`src/rtl/ringlwe_pkg.sv`:
```
// ringlwe_pkg
// Types, default sizes and the coefficient arithmetic shared by the Ring-LWE
// encryption and decryption blocks.
//   RLWE_N       : coefficients per polynomial
//   RLWE_Q       : coefficient width in bits, also the arithmetic modulus
//   coef_t       : one coefficient
//   poly_t       : one polynomial, index i at [i]
//   state_t      : decryptor control states
//   coef_mac_mod : (c1*r2 + c2) mod RLWE_Q, evaluated at full width
package ringlwe_pkg;

  localparam int RLWE_N = 4;
  localparam int RLWE_Q = 2;

  typedef logic [RLWE_Q-1:0] coef_t;
  typedef coef_t [RLWE_N-1:0] poly_t;

  typedef enum logic [1:0] {
    NOKEY = 2'd0,
    IDLE  = 2'd1,
    BUSY  = 2'd2
  } state_t;

  // Modulus widened to the sum width so the remainder is taken without
  // truncating the intermediate result.
  localparam logic [2*RLWE_Q:0] MOD_W = (2*RLWE_Q+1)'(RLWE_Q);

  // Product kept at 2Q bits and the sum at 2Q+1 bits so nothing wraps
  // before the reduction; the remainder is always below Q and fits coef_t.
  function automatic coef_t coef_mac_mod(input coef_t c1, input coef_t r2,
                                         input coef_t c2);
    logic [2*RLWE_Q-1:0] prod;
    logic [2*RLWE_Q:0]   sum;
    logic [2*RLWE_Q:0]   rem;
    prod = {{RLWE_Q{1'b0}}, c1} * {{RLWE_Q{1'b0}}, r2};
    sum  = {1'b0, prod} + {{(RLWE_Q+1){1'b0}}, c2};
    rem  = sum % MOD_W;
    return rem[RLWE_Q-1:0];
  endfunction

endpackage

```
`src/rtl/ringlwe_coef_mac.sv`:
```
// ringlwe_coef_mac
// Combinational decode of one coefficient: m = (c1*r2 + c2) mod Q.
//   c1 : ciphertext coefficient of c1
//   r2 : private key (degree-0 polynomial)
//   c2 : ciphertext coefficient of c2
//   m  : decoded message coefficient
module ringlwe_coef_mac
  import ringlwe_pkg::*;
(
  input  coef_t c1,
  input  coef_t r2,
  input  coef_t c2,
  output coef_t m
);

  assign m = coef_mac_mod(c1, r2, c2);

endmodule

```
`src/rtl/ringlwe_decryptor.sv`:
```
// ringlwe_decryptor
// Streaming Ring-LWE decryption. Holds r2, decodes one ciphertext coefficient
// pair per accepted beat into a registered output stream and assembles the
// decoded polynomial.
//   clk, rst_n              : clock, asynchronous active-low reset
//   key_load, key_r2        : key load strobe and key value
//   key_loaded              : a key is present
//   ct_valid/ct_ready       : ciphertext stream handshake
//   ct_c1, ct_c2, ct_last   : ciphertext coefficient pair, sender end marker
//   msg_valid/msg_ready     : message stream handshake
//   msg_coef, msg_index     : decoded coefficient and its index
//   msg_last                : msg_index == N-1
//   decoded_message         : assembled polynomial, index i at [i]
//   done                    : one-cycle pulse per completed polynomial
//   frame_err               : sticky framing error (cleared by a key load)
module ringlwe_decryptor
  import ringlwe_pkg::*;
#(
  parameter int N  = RLWE_N,
  parameter int Q  = RLWE_Q,
  localparam int IW = $clog2(N)
) (
  input  logic                  clk,
  input  logic                  rst_n,
  input  logic                  key_load,
  input  logic [Q-1:0]          key_r2,
  output logic                  key_loaded,
  input  logic                  ct_valid,
  output logic                  ct_ready,
  input  logic [Q-1:0]          ct_c1,
  input  logic [Q-1:0]          ct_c2,
  input  logic                  ct_last,
  output logic                  msg_valid,
  input  logic                  msg_ready,
  output logic [Q-1:0]          msg_coef,
  output logic [IW-1:0]         msg_index,
  output logic                  msg_last,
  output logic [N-1:0][Q-1:0]   decoded_message,
  output logic                  done,
  output logic                  frame_err
);

  state_t        state_reg, state_next;
  logic [IW-1:0] cnt_reg, cnt_next;
  logic [Q-1:0]  r2_reg;
  logic          load_key;
  logic          ct_hs;
  logic          msg_hs;
  logic          at_last;
  logic [Q-1:0]  mac_res;

  assign key_loaded = (state_reg != NOKEY);
  assign at_last    = (cnt_reg == IW'(N-1));

  // A key load in IDLE owns the cycle, and a full output register that the
  // sink is not draining blocks new beats so nothing is overwritten.
  assign ct_ready = key_loaded && !(state_reg == IDLE && key_load) &&
                    (!msg_valid || msg_ready);
  assign ct_hs    = ct_valid && ct_ready;
  assign msg_hs   = msg_valid && msg_ready;

  ringlwe_coef_mac u_mac (
    .c1 (ct_c1),
    .r2 (r2_reg),
    .c2 (ct_c2),
    .m  (mac_res)
  );

  always_comb begin
    state_next = state_reg;
    cnt_next   = cnt_reg;
    load_key   = 1'b0;
    case (state_reg)
      NOKEY: begin
        if (key_load) begin
          load_key   = 1'b1;
          state_next = IDLE;
        end
      end
      IDLE: begin
        if (key_load) begin
          load_key = 1'b1;
        end else if (ct_hs) begin
          cnt_next   = cnt_reg + 1'b1;
          state_next = BUSY;
        end
      end
      BUSY: begin
        // key_load deliberately ignored mid-frame
        if (ct_hs) begin
          if (at_last) begin
            cnt_next   = '0;
            state_next = IDLE;
          end else begin
            cnt_next = cnt_reg + 1'b1;
          end
        end
      end
      default: state_next = NOKEY;
    endcase
  end

  always_ff @(posedge clk or negedge rst_n) begin
    if (!rst_n) begin
      state_reg <= NOKEY;
      cnt_reg   <= '0;
      r2_reg    <= '0;
      frame_err <= 1'b0;
      msg_valid <= 1'b0;
      msg_coef  <= '0;
      msg_index <= '0;
      msg_last  <= 1'b0;
      done      <= 1'b0;
    end else begin
      state_reg <= state_next;
      cnt_reg   <= cnt_next;
      if (load_key) begin
        r2_reg <= key_r2;
      end

      // Framing is judged purely by the count; the stream keeps decoding.
      if (load_key) begin
        frame_err <= 1'b0;
      end else if (ct_hs && (ct_last != at_last)) begin
        frame_err <= 1'b1;
      end

      // A new beat takes precedence over the drain so that a simultaneous
      // drain and accept keeps msg_valid high at full rate.
      if (ct_hs) begin
        msg_valid <= 1'b1;
        msg_coef  <= mac_res;
        msg_index <= cnt_reg;
        msg_last  <= at_last;
      end else if (msg_hs) begin
        msg_valid <= 1'b0;
      end

      // Coincides with the final beat of a frame appearing on the output.
      done <= ct_hs && at_last;
    end
  end

  // Each slot only changes when its own index is accepted, so untouched
  // slots keep the previous frame's value.
  for (genvar gi = 0; gi < N; gi++) begin : g_assemble
    always_ff @(posedge clk or negedge rst_n) begin
      if (!rst_n) begin
        decoded_message[gi] <= '0;
      end else if (ct_hs && (cnt_reg == IW'(gi))) begin
        decoded_message[gi] <= mac_res;
      end
    end
  end

endmodule

```
`config.mk`:
```
export PLATFORM = sky130hd
export DESIGN_NAME = ringlwe_decryptor
export DESIGN_NICKNAME = d
export VERILOG_FILES = /design/src/rtl/ringlwe_pkg.sv /design/src/rtl/ringlwe_coef_mac.sv /design/src/rtl/ringlwe_decryptor.sv
export SDC_FILE = /design/constraint.sdc
export NUM_CORES = 1
export LEC_CHECK = 0
export CAP_MARGIN = 10
export CORE_AREA = 2 2 62 64
export CTS_CLUSTER_DIAMETER = 60
export DETAILED_ROUTE_END_ITERATION = 12
export DIE_AREA = 0 0 64 66
export SETUP_SLACK_MARGIN = 0.3
export SLEW_MARGIN = 15
export SYNTH_ARGS = -nofsm -noshare
export SYNTH_HDL_FRONTEND = slang
export SYNTH_SLANG_ARGS = --single-unit
```
`constraint.sdc`:
```
create_clock -name clk -period 1.9 [get_ports clk]
set_input_delay 0.38 -clock clk [delete_from_list [all_inputs] [get_ports clk]]
set_output_delay 0.38 -clock clk [all_outputs]
set_load 0.01 [all_outputs]
```
# Yosys cells after proc, flatten, opt, wreduce, memory -nomap -nowiden
# Index checks and enable logic that the tools add are counted.
totals:
  regBits: 17
classes:
  n_addsub: 2
  n_mul: 1
  eq_ne: 11
  n_mux: 17
  reduce_logical: 22
op_table:
  columns: ["operator", "count"]
  rows:
  - ["2-bit two-way mux", 9]
  - ["1-bit logical AND", 10]
  - ["2-bit != test (second input constant)", 5]
  - ["2-bit nonzero test", 4]
  - ["2-bit equality test (second input constant)", 3]
  - ["1-bit two-way mux", 6]
  - ["2-bit case mux with 3 select lines", 1]
  - ["5-bit AND reduction", 1]
  - ["2-bit by 1-bit equality test with 1-bit output (second input constant)", 2]
  - ["2-bit zero test", 2]
  - ["2-bit case mux with 2 select lines", 1]
  - ["4-bit AND reduction", 1]
  - ["2-bit by 1-bit adder with 2-bit output (second input constant)", 1]
  - ["1-bit zero test", 2]
  - ["2-bit by 2-bit multiplier with 1-bit output", 1]
  - ["2-bit OR reduction", 1]
  - ["1-bit adder", 1]
  - ["1-bit logical OR", 1]
  - ["1-bit != test", 1]

# Logic depth before layout (Yosys ltp)
# Gate-level depths: netlist of the first run.
depth:
  depth_word: 9
  depth_mapped: 5
  mapped_depth_nobuf: 4

# By module
# A second synthesis of the first run with hierarchy kept.
hier_totals:
  hier_cells: 91
  area_unflattened_um2: 1032.2
modules_own_cells:
  columns: ["module", "n_inst", "cells_each", "area_per_inst_um2", "seq_area_each_um2"]
  rows:
  - ["ringlwe_decryptor", 1, 87, 1008.5, 550.5]
  - ["ringlwe_coef_mac", 1, 4, 23.8, 0.0]

# Worst setup path after synthesis of the first run
# OpenSTA, ideal clock, no wires.
synth_path:
  kind: "flip-flop to flip-flop"
  start: "register state_reg[0]"
  end: "register decoded_message[0] (netlist name)"
  setup_ns: 0.125
  t_arrival_ns: 1.283
  t_required_ns: 1.775
  setup_slack_ns: 0.493
  stages_incl_launch_ff: 6
  path_cell_list: "dfrtp_1 and2b_1 o211a_1 buf_6 nand2_1 mux2_2"
synth_via:
  elab_chain_len: 7
  word_cells_on_any_way: 8
synth_lines:
  columns: ["element", "line", "text"]
  rows:
  - ["start: declaration", "ringlwe_decryptor.sv:43", "state_t state_reg, state_next;"]
  - ["start signal: assignment", "ringlwe_decryptor.sv:115", "state_reg <= state_next;"]
  - ["2-bit by 1-bit equality test with 1-bit output", "ringlwe_decryptor.sv:57", "assign ct_ready = key_loaded && !(state_reg == IDLE && key_load) &&"]
  - ["1-bit logical AND", "ringlwe_decryptor.sv:57", null]
  - ["1-bit zero test", "ringlwe_decryptor.sv:57", null]
  - ["1-bit logical AND * (2 in series)", "ringlwe_decryptor.sv:57", null]
  - ["1-bit logical AND *", "ringlwe_decryptor.sv:59", "assign ct_hs = ct_valid && ct_ready;"]
  - ["1-bit logical AND *", "ringlwe_decryptor.sv:150", "end else if (ct_hs && (cnt_reg == IW'(gi))) begin"]
  - ["end signal: indexed assignment", "ringlwe_decryptor.sv:151", "decoded_message[gi] <= mac_res;"]
  - ["end: declaration", "ringlwe_decryptor.sv:38", "output logic [N-1:0][Q-1:0] decoded_message,"]
# Every way passes the cells marked *; elsewhere a longest branch is shown, timed or not.
# A chain may end at the register's enable or synchronous reset.

# Final worst setup path of the first run
layout_path:
  start: "input port msg_ready"
  end: "register cnt_reg[0]"
layout_via:
  elab_chain_len: 5
  word_cells_on_any_way: 6
layout_lines:
  columns: ["element", "line", "text"]
  rows:
  - ["start: declaration", "ringlwe_decryptor.sv:34", "input logic msg_ready,"]
  - ["1-bit logical OR *", "ringlwe_decryptor.sv:58", "(!msg_valid || msg_ready);"]
  - ["1-bit logical AND *", "ringlwe_decryptor.sv:57", null]
  - ["1-bit logical AND *", "ringlwe_decryptor.sv:59", null]
  - ["2-bit != test (no source line)", null, null]
  - ["4-bit AND reduction (no source line) *", null, null]
  - ["end signal: assignment", "ringlwe_decryptor.sv:116", "cnt_reg <= cnt_next;"]
  - ["end: declaration", "ringlwe_decryptor.sv:44", "logic [IW-1:0] cnt_reg, cnt_next;"]
# Marks and branches as above.

==> results of run 1 <==
==> metal layers <==
metal	part of all wire (%)	up-vias	global-route usage (%)	routed length, um
li1	-	317	-	-
met1	42	310	9.62	721
met2	51	29	15.4	874
met3	6.0	4	2.56	103
met4	1.6	0	3.80	27
met5	0	-	0	0
==> report_power, final <==
part	leakage [uW]	internal (uW)	switching (uW)	total (uW)
registers	0.000197	480	94.0	574
clock network	0.0000210	116	101	217
logic	0.000421	450	324	773
total	0.000639	1050	519	1570
==> path summary, 6_finish.rpt <==
check	startpoint	end	slack (ns)
setup reg to reg	state_reg[0]$_DFFE_PN0P_	msg_coef[0]$_DFFE_PN0P_	0.38
setup / recovery	msg_ready	cnt_reg[0]$_DFFE_PN0P_	0.34
hold / removal	rst_n	msg_valid$_DFFE_PN0P_	0.41
min in group clk	decoded_message[4]$_DFFE_PN0P_	decoded_message[4]$_DFFE_PN0P_	0.51
hold reg to reg	decoded_message[4]$_DFFE_PN0P_	decoded_message[4]$_DFFE_PN0P_	0.51
max in group asynchronous	rst_n	state_reg[1]$_DFFE_PN0P_	1.29
==> Yosys cell counts (2+ instances only) <==
cell type	number	share of area, %
sky130_fd_sc_hd__a21oi_1	4	2.4
sky130_fd_sc_hd__buf_4	5	4.4
sky130_fd_sc_hd__dfrtp_1	16	47
sky130_fd_sc_hd__ha_1	4	5.9
sky130_fd_sc_hd__inv_1	3	1.3
sky130_fd_sc_hd__mux2_2	5	6.7
sky130_fd_sc_hd__mux2_4	4	7.1
sky130_fd_sc_hd__nand2_1	9	4.0
sky130_fd_sc_hd__nand2b_1	3	2.2
sky130_fd_sc_hd__or2_2	2	1.5
==> critical path, stage by stage <==
cell	delay [ns]
sky130_fd_sc_hd__clkdlybuf4s50_1	0.47
sky130_fd_sc_hd__nand2b_1	0.17
sky130_fd_sc_hd__buf_4	0.14
sky130_fd_sc_hd__nand2_1	0.12
sky130_fd_sc_hd__a2111o_1	0.44
==> layout make-up <==
cell class	count	area, um2	area share, %
timing repair buffer	32	307	25.1
multi-input combinational	53	407	33.3
sequential	16	402	32.9
inverter	3	11.3	0.921
tap	48	60.1	4.91
clock buffer	4	36.3	2.97
==> through the flow <==
stage	util [%]	hold slack [ns]	std cells	setup TNS, ns
5_1_grt	34.4	0.424	156	0
2_1_floorplan	-	0.0844	79	0
3_3_place_gp	32.2	0.490	150	-0.961
6_report	34.4	0.408	156	0
3_5_place_dp	32.2	0.501	150	-1.15
4_1_cts	33.9	0.411	156	0
==> cells in the final DEF (no fill, tap or decap), types with 2 or more instances in the layout <==
cell,n
sky130_fd_sc_hd__dlymetal6s2s_1,7
sky130_fd_sc_hd__clkbuf_4,3
sky130_fd_sc_hd__dfrtp_1,15
sky130_fd_sc_hd__mux2_2,5
sky130_fd_sc_hd__buf_6,2
sky130_fd_sc_hd__ha_1,3
sky130_fd_sc_hd__nand2_1,8
sky130_fd_sc_hd__buf_4,9
sky130_fd_sc_hd__mux2_4,4
sky130_fd_sc_hd__nand2b_1,3
sky130_fd_sc_hd__a21oi_1,4
sky130_fd_sc_hd__buf_2,2
sky130_fd_sc_hd__conb_1,5
sky130_fd_sc_hd__or2_2,2
sky130_fd_sc_hd__inv_1,3
sky130_fd_sc_hd__clkdlybuf4s50_1,11
==> cells by family after synthesis <==
family,after synthesis
other,1
AO/OA/AOI/OAI,12
flip-flops,16
AND/OR/NAND/NOR,21
buffers and inverters,10
multiplexers,9
adder cells (fa/ha/maj),4
XOR/XNOR,2
==> what timing repair did <==
item                                    CTS  global route
setup buffers                             2             0
gates resized for setup                  14             8
hold buffers                              0             0
endpoints found under the setup margin   12             8
pin swaps                                 1             0
==> implementation parameters, run 1 <==
Parameter                              Value

Critical path
  Crit start category ... input port
  Setup crit end kind ... flip-flop
  Worst Path Arrival ... 1.73 ns
  Largest driver fanout on the critical path ... 6
  Worst setup path category ... in -> reg
  Number of cells traversed by the worst register-to-register path ... 5
  CP required ... 2.06 ns

Route
  First drt pass iteration count ... 6
  Number of nets with antenna violations after detailed routing ... 0
  Average vias per placed instance ... 4.23
  Via count ... 660
  Number of DRC markers in iteration 0 ... 14
  Average wire length per cell after detail routing ... 11.1 um
  DRC violation count after routing ... 0
  Final wirelength ... 1730 um

Yosys
  Post-synthesis compound-gate area fraction ... 10.1%
  Portion of netlist area occupied by mux cells ... 13.8%
  Fraction of the mapped netlist area in simple logic gates ... 12.6%
  Xor/xnor share of the synthesized area ... 2.07%
  Summed instance area of the synthesized netlist ... 845 um2
  Share of synthesized registers carrying an async set or reset ... 100%
  Synth warnings ... 0
  Count of mapped cells out of synthesis ... 75
  Number of enable flip-flop cells after synthesis ... 0
  Dominant combinational cell family by area after synthesis ... multiplexers
  Flops & latches, synth ... 16
  Most used flip-flop cell after synthesis ... sky130_fd_sc_hd__dfrtp_1
  Distinct cell type count after synthesis ... 30
  Avg Cell Area, Syn ... 11.3 um2
  Adder-cell share of the synthesized area ... 5.93%
  Sequential cell area fraction in the yosys report ... 47.4%

Layout
  Ratio of cells with drive above 1 in the final layout ... 29.6%
  Non-Filler Cell Area, Final ... 1220 um2
  Number of flip-flops in the largest register ... 4
  Number of fillers in the final layout ... 364
  Synth-to-layout area growth ... 44.7%
  Number of nets in the finished design ... 125
  Reg with most FFs ... decoded_message
  Antenna diode count ... 0

Placement
  IO buf count ... 21
  DPL Wire Length ... 1340 um
  Minimum setup slack after placement ... -0.134 ns
  Routability-driven placement congestion ratio ... 0.876
  Cell area reported after detailed placement ... 1140 um2

Min path
  Classification of the worst-slack hold path ... in -> async

Power
  Pwr/cell area ... 1280 nW/um2
  Leakage Power ... 0.000639 uW
  Worst VDD drop ... 0.000244 V
  PnR Total Power ... 1570 uW

Clock tree
  Clock tree buffer depth ... 2
  Cts bufs inserted ... 3
  CTS sink count ... 16
  TritonCTS clock tree ... built
  Clock Latency Late Sink ... 0.28 ns
  H-Tree Depth ... 1
  Clock transition at path regs ... 0.09 ns
  CTS root buf ... sky130_fd_sc_hd__clkbuf_4

Global routing
  First-pass GRT wire length ... 2820 um
  Overflow left after global routing ... 0
  Number of global-route vias before repair ... 660
  Overall routing resource usage ... 8.68%
  Antenna violations before repair ... 0
  Largest net degree at the start of global routing ... 17

Timing
  Min setup slack post-route ... 0.337 ns
  Number of hold violations in the final report ... 0
  # setup viols final ... 0
  Maximum operating frequency ... 640 MHz
  Final critical path time including I/O delays and setup ... 1.56 ns
  Pins Over Slew Limit ... 0
  Unrepaired setup endpoints after global routing ... false
  Period utilization ... 82.3%
  Final clock skew ... 0.00402 ns

Die
  Row Count ... 22
  # IOs ... 30
  Height of the die ... 66 um
  Die area ... 4220 um2
  Area of the core ... 3550 um2
  Effective utilization at floorplan ... 23.8%
  Horiz. Die Dim ... 64 um

Run status
  Status ... completed

Run
  Max Cap Violations ... 0
No activity file was read; power rests on OpenSTA's default activity.
==> inputs of run 2 (changes only) <==
- clock period: 1.9 -> 1.5 ns (I/O delays scaled with it)
==> run 2 against run 1 <==
  * Combinational power is 88% higher
  * Cell count is 12% higher
  * Critical path type is now reg -> reg
  * Largest power group unchanged
  * Routed wire length is 27% higher
  * Highest routed layer unchanged
  * Largest cell class unchanged
  * Power is 60% higher
  * Count of clock-buffer cells in the layout stayed put
  * Via count is 9.8% higher
  * Core utilization is 7.0 points higher
==> implementation parameters, run 2 (synthesis gave the netlist of run 1 again) <==
Parameter                              Value

Timing
  Period utilization ... 96.0%
  Maximum operating frequency ... 694 MHz
  Final clock skew ... 0.00627 ns (was 0.00402 ns)
  Min setup slack post-route ... 0.0598 ns (was 0.337 ns)
  Pins Over Slew Limit ... 0 (unchanged)
  Number of hold violations in the final report ... 0 (unchanged)
  # setup viols final ... 0 (unchanged)
  Final critical path time including I/O delays and setup ... 1.44 ns
  Total Neg Setup Slack ... 0 ns (unchanged)
  Unrepaired setup endpoints after global routing ... true (was false)

Route
  Number of nets with antenna violations after detailed routing ... 0 (unchanged)
  DRC violation count after routing ... 0 (unchanged)
  Average vias per placed instance ... 4.14 (was 4.23)
  Number of DRC markers in iteration 0 ... 15 (was 14)
  Average wire length per cell after detail routing ... 12.5 um (was 11.1 um)
  Final wirelength ... 2190 um (was 1730 um)
  First drt pass iteration count ... 4 (was 6)
  Via count ... 725 (was 660)

Critical path
  Largest driver fanout on the critical path ... 5 (was 6)
  Top delay family on crit path ... flip-flops (was buffers and inverters)
  Maximum cell stage delay along the critical path ... 0.45 ns (was 0.47 ns)
  Combined buffer and inverter count along the critical path ... 0 (was 2)
  CP required ... 1.68 ns (was 2.06 ns)
  Critical register-to-register path startpoint ... state_reg[0]$_DFFE_PN0P_ (unchanged)
  Crit start category ... flip-flop (was input port)
  Endpoint of the worst-slack reg-to-reg timing path ... decoded_message[4]$_DFFE_PN0P_ (was msg_coef[0]$_DFFE_PN0P_)
  Setup crit end kind ... flip-flop (unchanged)
  List of cells traversed by the critical path ... and2b_2 > o211a_4 > nand2_2 > mux2_4 (was clkdlybuf4s50_1 > nand2b_1 > buf_4 > nand2_1 > a2111o_1)
  CP max stage cell ... sky130_fd_sc_hd__dfrtp_2 (was sky130_fd_sc_hd__clkdlybuf4s50_1)
  Number of cells traversed by the worst register-to-register path ... 4 (was 5)
  Capturing instance or port of the critical path ... decoded_message[4]$_DFFE_PN0P_ (was cnt_reg[0]$_DFFE_PN0P_)
  Worst Setup SP ... state_reg[0]$_DFFE_PN0P_ (was msg_ready)
  Worst Path Arrival ... 1.62 ns (was 1.73 ns)
  Worst setup path category ... reg -> reg (was in -> reg)
  R2R Setup Slk ... 0.06 ns (was 0.38 ns)
  Logic depth of the worst path, buffers included ... 4 (was 5)

Layout
  Ratio of cells with drive above 1 in the final layout ... 63.8% (was 29.6%)
  Antenna diode count ... 0 (unchanged)
  Synth-to-layout area growth ... 74.2% (was 44.7%)
  Non-Filler Cell Area, Final ... 1470 um2 (was 1220 um2)
  Number of nets in the finished design ... 144 (was 125)
  Reg with most FFs ... decoded_message (unchanged)
  Most common library cell in the layout ignoring fill and taps ... sky130_fd_sc_hd__buf_4 (was sky130_fd_sc_hd__dfrtp_1)
  Commonest cells after routing, fill and taps aside ... sky130_fd_sc_hd__buf_4 (23), sky130_fd_sc_hd__dfrtp_1 (12), sky130_fd_sc_hd__buf_2 (10), sky130_fd_sc_hd__mux2_4 (8), sky130_fd_sc_hd__buf_6 (8) (was sky130_fd_sc_hd__dfrtp_1 (15), sky130_fd_sc_hd__clkdlybuf4s50_1 (11), sky130_fd_sc_hd__buf_4 (9), sky130_fd_sc_hd__nand2_1 (8), sky130_fd_sc_hd__dlymetal6s2s_1 (7))
  Number of flip-flops in the largest register ... 4 (unchanged)

Placement
  Routability-driven placement congestion ratio ... 0.701 (was 0.876)
  Minimum setup slack after placement ... -0.457 ns (was -0.134 ns)
  IO buf count ... 21 (unchanged)
  DPL Wire Length ... 1440 um (was 1340 um)
  Cell area reported after detailed placement ... 1220 um2 (was 1140 um2)

Die
  Row Count ... 22 (unchanged)
  Height of the die ... 66 um (unchanged)
  Die area ... 4220 um2 (unchanged)
  Effective utilization at floorplan ... 23.8% (unchanged)
  Horiz. Die Dim ... 64 um (unchanged)
  Area of the core ... 3550 um2 (unchanged)
  # IOs ... 30 (unchanged)

Clock tree
  CTS sink count ... 16 (unchanged)
  Clock Latency Late Sink ... 0.30 ns (was 0.28 ns)
  CTS root buf ... sky130_fd_sc_hd__clkbuf_4 (unchanged)
  TritonCTS clock tree ... built (unchanged)
  H-Tree Depth ... 1 (unchanged)
  Cts bufs inserted ... 3 (unchanged)
  Clock transition at path regs ... 0.11 ns (was 0.09 ns)
  Clock tree buffer depth ... 2 (unchanged)

Min path
  Classification of the worst-slack hold path ... in -> async (unchanged)

Power
  Worst VDD drop ... 0.000664 V (was 0.000244 V)
  Leakage Power ... 0.000714 uW (was 0.000639 uW)
  PnR Total Power ... 2510 uW (was 1570 uW)
  Pwr/cell area ... 1710 nW/um2 (was 1280 nW/um2)

Global routing
  Number of global-route vias before repair ... 812 (was 660)
  Overflow left after global routing ... 0 (unchanged)
  First-pass GRT wire length ... 3690 um (was 2820 um)
  Antenna violations before repair ... 0 (unchanged)
  Largest net degree at the start of global routing ... 17 (unchanged)
  Overall routing resource usage ... 11.1% (was 8.68%)

Run status
  Status ... completed (unchanged)

Run
  Max Cap Violations ... 0 (unchanged)
run 2: cell count changes in the layout (fill, tap and decap cells not counted), sizes merged:
cell	change
clkbuf	+1
buf	+28
clkdlybuf4s50	-6
o211a	+1
dlymetal6s2s	-7
dlygate4sd2	+2
run 2: where the power goes:
group	switching (uW)	total, uW	internal (uW)
clock network	151	299	148
logic	593	1450	862
registers	140	755	615
total	884	2510	1630
run 2: worst reg2reg max path: stages (launching register included):
cell and delay [ns]:
sky130_fd_sc_hd__dfrtp_2 0.45, sky130_fd_sc_hd__and2b_2 0.24, sky130_fd_sc_hd__o211a_4 0.27, sky130_fd_sc_hd__nand2_2 0.08, sky130_fd_sc_hd__mux2_4 0.29
run 2: per-stage QoR:
| step | cells | hold WS (ns) | utilization (%) |
|---|---|---|---|
| floorplan | 79 | 0.00441 | - |
| global placement | 154 | 0.498 | 34.3 |
| detailed placement | 154 | 0.503 | 34.3 |
| CTS | 174 | 0.328 | 39.2 |
| global route | 175 | 0.319 | 41.4 |
| finish | 175 | 0.318 | 41.4 |
run 2: how the worst min path moves through the flow:
| stage | start | endpoint | depth (start not counted) | slack, ns |
|---|---|---|---|---|
| detailed placement | frame_err$_DFFE_PN0P_ | frame_err$_DFFE_PN0P_ | 1 | 0.50 |
| finish | rst_n | msg_coef[0]$_DFFE_PN0P_ | 2 | 0.32 |
| CTS | rst_n | msg_index[1]$_DFFE_PN0P_ | 2 | 0.33 |
| global route | rst_n | msg_coef[0]$_DFFE_PN0P_ | 2 | 0.32 |
| global placement | decoded_message[6]$_DFFE_PN0P_ | decoded_message[6]$_DFFE_PN0P_ | 1 | 0.50 |
| floorplan | rst_n | cnt_reg[0]$_DFFE_PN0P_ | 0 | 0.004 |
run 2: cell type report:
cell class | count | area [um2]
inverter | 3 | 11.3
clock buffer | 4 | 36.3
multi-input combinational | 54 | 564
tap | 48 | 60.1
timing repair buffer | 50 | 394
sequential | 16 | 405
fill | 348 | 2080
run 2: repair_timing:
action                                  CTS  global route
hold buffers                              0             0
gates cloned                              1             0
resized for setup                        71            17
pin swaps                                 5             7
endpoints found under the setup margin   27            18
setup buffers                            15             1
run 2: layer usage:
metal	vias up	part of all wire (%)	global-route usage, %
met5	-	0	0
met4	0	1.3	1.63
met3	4	4.6	3.24
met2	20	49	19.4
met1	346	44	13.8
li1	355	-	-
